## config.mk

```make
export PLATFORM = sky130hd
export DESIGN_NAME = mult_ctrl
export DESIGN_NICKNAME = d
export VERILOG_FILES = /design/src/rtl/mult_pkg.sv /design/src/rtl/mult_ctrl.sv
export SDC_FILE = /design/constraint.sdc
export NUM_CORES = 1
export LEC_CHECK = 0
export ABC_AREA = 1
export CORE_AREA = 4 4 41 43
export DETAILED_ROUTE_END_ITERATION = 6
export DIE_AREA = 0 0 45 47
export PLACE_DENSITY = 0.57
export SLEW_MARGIN = 10
export SYNTH_ARGS = -nofsm -noshare
export SYNTH_HDL_FRONTEND = slang
export SYNTH_SLANG_ARGS = --single-unit
```

## constraint.sdc

```tcl
create_clock -name Clk -period 3.3 [get_ports Clk]
set_input_delay 0.33 -clock Clk [delete_from_list [all_inputs] [get_ports Clk]]
set_output_delay 0.33 -clock Clk [all_outputs]
set_load 0.02 [all_outputs]
```

## src/rtl/mult_pkg.sv

```systemverilog
// mult_pkg
// Shared definitions for the signed shift-add multiplier controller.
//   state_t   : controller FSM states
//   N_DEFAULT : default operand width, which is also the number of add/shift iterations
package mult_pkg;

  typedef enum logic [2:0] {
    IDLE,
    PREP,
    WAIT,
    ARITH,
    SHIFT,
    HOLD
  } state_t;

  localparam int N_DEFAULT = 8;

endpackage

```

## src/rtl/mult_ctrl.sv

```systemverilog
// mult_ctrl
// Control FSM for the 8-bit signed shift-add multiplier datapath, which uses a
// 17-bit X:A:B shift register and 9-bit add/subtract units.
// Each multiply runs N add/shift iterations. The product is then held until Run
// is released.
//
// Ports
//   Clk          : system clock, rising edge
//   Reset        : synchronous, active-high; returns the FSM to IDLE
//   Run          : level; high starts a multiply or keeps the product held
//   ClearA_LoadB : level; in IDLE, requests clearing X/A and loading B
//   M            : multiplier LSB from the datapath (registered, one clock late)
//   Ld           : clear X/A and load B
//   Redo         : clear X/A and keep B before a new multiply
//   Add          : A <= A + S
//   Sub          : A <= A - S (final iteration only)
//   Shift_En     : arithmetic right shift of X:A:B
//   Done         : product valid
module mult_ctrl
  import mult_pkg::*;
#(
  parameter int N = N_DEFAULT
) (
  input  logic Clk,
  input  logic Reset,
  input  logic Run,
  input  logic ClearA_LoadB,
  input  logic M,
  output logic Ld,
  output logic Redo,
  output logic Add,
  output logic Sub,
  output logic Shift_En,
  output logic Done
);

  localparam int CW = (N > 1) ? $clog2(N) : 1;
  localparam logic [CW-1:0] LAST = CW'(N - 1);

  state_t        state;
  logic [CW-1:0] cnt;

  // State and iteration counter.
  // The counter only advances in SHIFT, and only while the final iteration has
  // not been reached, so it stops at N-1. PREP reloads it to 0.
  // Because Run is only examined in IDLE and HOLD, a running multiply can only
  // be aborted by Reset.
  always_ff @(posedge Clk) begin
    if (Reset) begin
      state <= IDLE;
      cnt   <= '0;
    end else begin
      case (state)
        IDLE: begin
          if (Run) state <= PREP;
        end
        PREP: begin
          cnt   <= '0;
          state <= WAIT;
        end
        // One idle cycle so that M reflects the post-shift multiplier bit.
        WAIT: begin
          state <= ARITH;
        end
        ARITH: begin
          state <= SHIFT;
        end
        SHIFT: begin
          if (cnt == LAST) begin
            state <= HOLD;
          end else begin
            cnt   <= cnt + CW'(1);
            state <= WAIT;
          end
        end
        HOLD: begin
          if (!Run) state <= IDLE;
        end
        default: begin
          state <= IDLE;
          cnt   <= '0;
        end
      endcase
    end
  end

  // Command decode. At most one command is active per state, so the pulses are
  // mutually exclusive by construction.
  // The last multiplier bit is the sign bit, so its partial product is
  // subtracted rather than added.
  always_comb begin
    Ld       = 1'b0;
    Redo     = 1'b0;
    Add      = 1'b0;
    Sub      = 1'b0;
    Shift_En = 1'b0;
    Done     = 1'b0;
    case (state)
      IDLE:  Ld = ClearA_LoadB & ~Run;
      PREP:  Redo = 1'b1;
      ARITH: begin
        if (M) begin
          if (cnt == LAST) Sub = 1'b1;
          else             Add = 1'b1;
        end
      end
      SHIFT: Shift_En = 1'b1;
      HOLD:  Done = 1'b1;
      default: begin
      end
    endcase
  end

endmodule

```

; Word level (Yosys, flattened, before mapping)
; Cells that the tools add are included.
[classes]
eq_ne = 9
add_sub_neg = 1
bitwise = 3
n_reduce_logical = 4
mux = 16
[ops]
columns = operator, count
row1 = one-hot mux 3 bit (6 select lines), 1
row2 = 2-to-1 mux 3 bit, 4
row3 = 2-to-1 mux 1 bit, 10
row4 = "equality test 3 bit, second input constant", 3
row5 = "equality test 3 x 2 -> 1 bit, second input constant", 2
row6 = "inequality test 2 bit, second input constant", 3
row7 = one-hot mux 3 bit (2 select lines), 1
row8 = AND reduction 2 bit, 2
row9 = OR reduction 4 bit, 1
row10 = "adder 3 x 1 -> 3 bit, second input constant", 1
row11 = "equality test 3 x 1 -> 1 bit, second input constant", 1
row12 = zero test 3 bit, 1
row13 = NOT 1 bit, 2
row14 = bitwise AND 1 bit, 1
[word_totals]
out_inout_bits = 6
elab_cells = 35
input_bits = 5
reg_bits = 6

; Logic depth before layout (Yosys ltp)
[depth]
depth_word = 4
depth_mapped = 8
mapped_depth_nobuf = 8

; Least setup slack after synthesis
; No wires, ideal clock.
[synth_path]
kind = reg2out
from = register cnt[0]
to = output port Add
path_slack_ps = 1736
t_arrival_ps = 1234
path_stages_with_launch = 4
required_time_ps = 2970
n_path_buf = 0
cell_sequence = dfxtp_1 ha_1 ha_1 nor3b_1
[synth_between]
elab_chain_len = 4
[synth_lines]
columns = item, line
row1 = start: declaration, mult_ctrl.sv:41  ; logic [CW-1:0] cnt;
row2 = start signal: assignment, mult_ctrl.sv:72  ; cnt <= cnt + CW'(1);
row3 = equality test 3 bit, mult_ctrl.sv:103  ; if (cnt == LAST) Sub = 1'b1;
row4 = 2-to-1 mux 1 bit, mult_ctrl.sv:103
row5 = 2-to-1 mux 1 bit, mult_ctrl.sv:102  ; if (M) begin
row6 = 2-to-1 mux 1 bit, mult_ctrl.sv:98  ; case (state)
row7 = end: declaration, mult_ctrl.sv:31  ; output logic Add,
; No other way between the ends.

; Worst setup path after layout
; Same ends and word-level chain as after synthesis.

==> results.yml <==
critical_path:
  end_kind: "primary output"
  startpoint_type: "register"
  r2r_end: "cnt[1]"
  worstSetupPathType: "reg2out"
  worstPathArrival_ns: 1.76
  path_cells: "ha_1 > ha_1 > nor3b_1 > clkdlybuf4s50_1"
  cpMaxStageDelayCell: "clkdlybuf4s50_1"
  worstPathMaxFanout: 3
  worstPathRequired_ns: 2.97
  path_buf_inv: 1
  critical_path.startpoint: "cnt[0]"
  crit_top_cell: "ha_1"
  rr_worst_depth: 7
  slowest_delay_ns: 0.63
  critical_path.top_delay_family: "buffers and inverters"
  rr_startpoint: "cnt[0]"
  r2r_setup_slack_ns: 2.05
sta:
  rsz0062_at_grt: "false"
  setup_violations: 0
  fin_skew_ns: 0.00145
  period_needed_ns: 2.09
  layout_setup_ws_ns: 1.21
  finalHoldWorstSlack_ns: 0.510
  slew_viol_final: 0
  finalHoldViolations: 0
  relSlewSlack_pct: 83.1
  finalSetupTns_ns: 0
  period_share_pct: 63.4
  worstMarginPinSlew_ns: 0.253
  timing.fmax_mhz: 478
placement:
  gp_congestion: 0.765
  place_hpwl_um: 644
  pre_cts_ws_ns: 1.36
  portBuffers: 10
floorplan:
  start_util_pct: 30.3
  die_w_um: 45
  die_area_um2: 2120
  std_cell_rows: 13
  ioPinCount: 11
  die_h_um: 47
  core_area_um2: 1300
route:
  avgRoutedWirePerCell_um: 7.87
  dr.pass1.iters: 4
  vias_per_cell: 4.18
  drt_wl_total_um: 732
  drc_errors: 0
  final_antenna_net_count: 0
  dr_total_vias: 389
  drtIter0Drc: 3
clocking:
  clock_path_buffers: 2
  cts_root_buf: "clkbuf_4"
  post_cts_resized: 0
  cts.sinks: 6
  h-tree-depth: 1
  clk_pin_slew_ns: 0.04
  post_cts.repair.setup_buffers: 0
  numCtsBuffers: 3
  clk_latency_ns: 0.23
  ctsHoldBuffers: 0
  cts_tree: "built"
min_path:
  hp-class: "reg2reg"
  hold_depth: 2
  hold_start: "cnt[0]"
  min_to: "cnt[0]"
global_routing:
  grt_overflow: 0
  grt_pass1_vias: 320
  grt_pass1_wl_um: 1210
  grt_antenna_before_repair: 0
  grt_max_degree: 9
  grt_use_total_pct: 7.92
logic_synthesis:
  synth_cell_types: 14
  synth_fp_nets: 73
  syn-instance-count: 65
  ys_seq_area_share_pct: 30.5
  yosysWarnings: 0
  syn_area_um2: 394
  synth_top_area_share_pct: 30.5
  synth_area_leaders: "dfxtp_1 (30%), nand2_1 (15%), nor2_1 (13%)"
  yosysTopAreaCell: "dfxtp_1"
  ys_ff_latch: 6
  syn_avg_cell_area_um2: 6.06
outcome:
  status: "finished, final reports clean"
finish:
  n_fill_cell: 142
  final_common_cell: "nand2_1"
  final_util_pct: 41.2
  layout_common_cells: "nand2_1 (16), nor2_1 (14), inv_1 (11)"
  syn_to_final_growth_pct: 35.9
  drive_gt1_share_pct: 8.97
  nets: 88
  antennaDiodeCount: 0
power_and_ir_drop:
  peakVddDrop_v: 0.000243
  p_leak_nw: 0.282
  power.density_nw_per_um2: 416
job:
  maxCapViolCount: 0
==> sequential cells by signal (all words and copies together) (netlist names) <==
signal  cells
state       3
cnt         3
==> tightest hold or removal path: stages (launching register included) <==
cell and delay, ns:
dfxtp_1 0.34, a21oi_1 0.05, nor2_1 0.09
==> synthesized netlist by cell type <==
cell and number:
nand2_2 1, nor2_2 1, or2_2 1, ha_1 3
nor3b_1 1, dfxtp_1 6, o21ai_0 2, nand3_1 5
inv_2 1, a21oi_1 2, nand2_1 16, nor2_1 14
nand3b_1 1, inv_1 11
==> routing by layer <==
layer | vias up | share of wire [%] | track usage, %
met5 | - | 0 | 0
met1 | 157 | 46 | 8.47
met4 | 0 | 0 | 3.51
met3 | 0 | 4.4 | 3.45
li1 | 227 | - | -
met2 | 5 | 49 | 13.6
==> cell families after synthesis <==
group | Yosys count | synth area share, %
simple gates | 40 | 43.5
buf+inv | 12 | 11.4
flops | 6 | 30.5
compound gates | 4 | 5.08
fa+ha+maj | 3 | 9.52
==> stage by stage <==
| step | total power, W | std cells | area (um^2) |
|---|---|---|---|
| 2_1_floorplan | 0.000140 | 65 | 394 |
| 3_3_place_gp | 0.000162 | 90 | 513 |
| 3_5_place_dp | 0.000163 | 90 | 513 |
| 4_1_cts | 0.000228 | 93 | 536 |
| 5_1_grt | 0.000242 | 93 | 536 |
| 6_report | 0.000223 | 93 | 536 |
==> layout make-up <==
class                      instances  area, um^2  share of cell area, %
tap                               15        18.8                   3.50
timing repair buffer              10         100                   18.7
clock buffer                       3        22.5                   4.21
multi-input combinational         47         229                   42.8
sequential                         6         120                   22.4
inverter                          12        45.0                   8.41
==> how the worst max path moves through the flow <==
stage                to  slack [ns]  depth (start not counted)
finish              Add        1.21                          4
global route        Add        1.12                          4
CTS                 Add        1.18                          4
detailed placement   Ld        1.36                          5
global placement    Add        1.35                          3
floorplan           Add        1.74                          3
==> report_power, final <==
group	switching (W)	internal (W)	leakage, nW
clock network	0.0000216	0.0000408	0.0138
logic	0.0000375	0.0000306	0.219
registers	0.00000963	0.0000828	0.0493
Note: power is estimated with default switching activity, not from simulation.
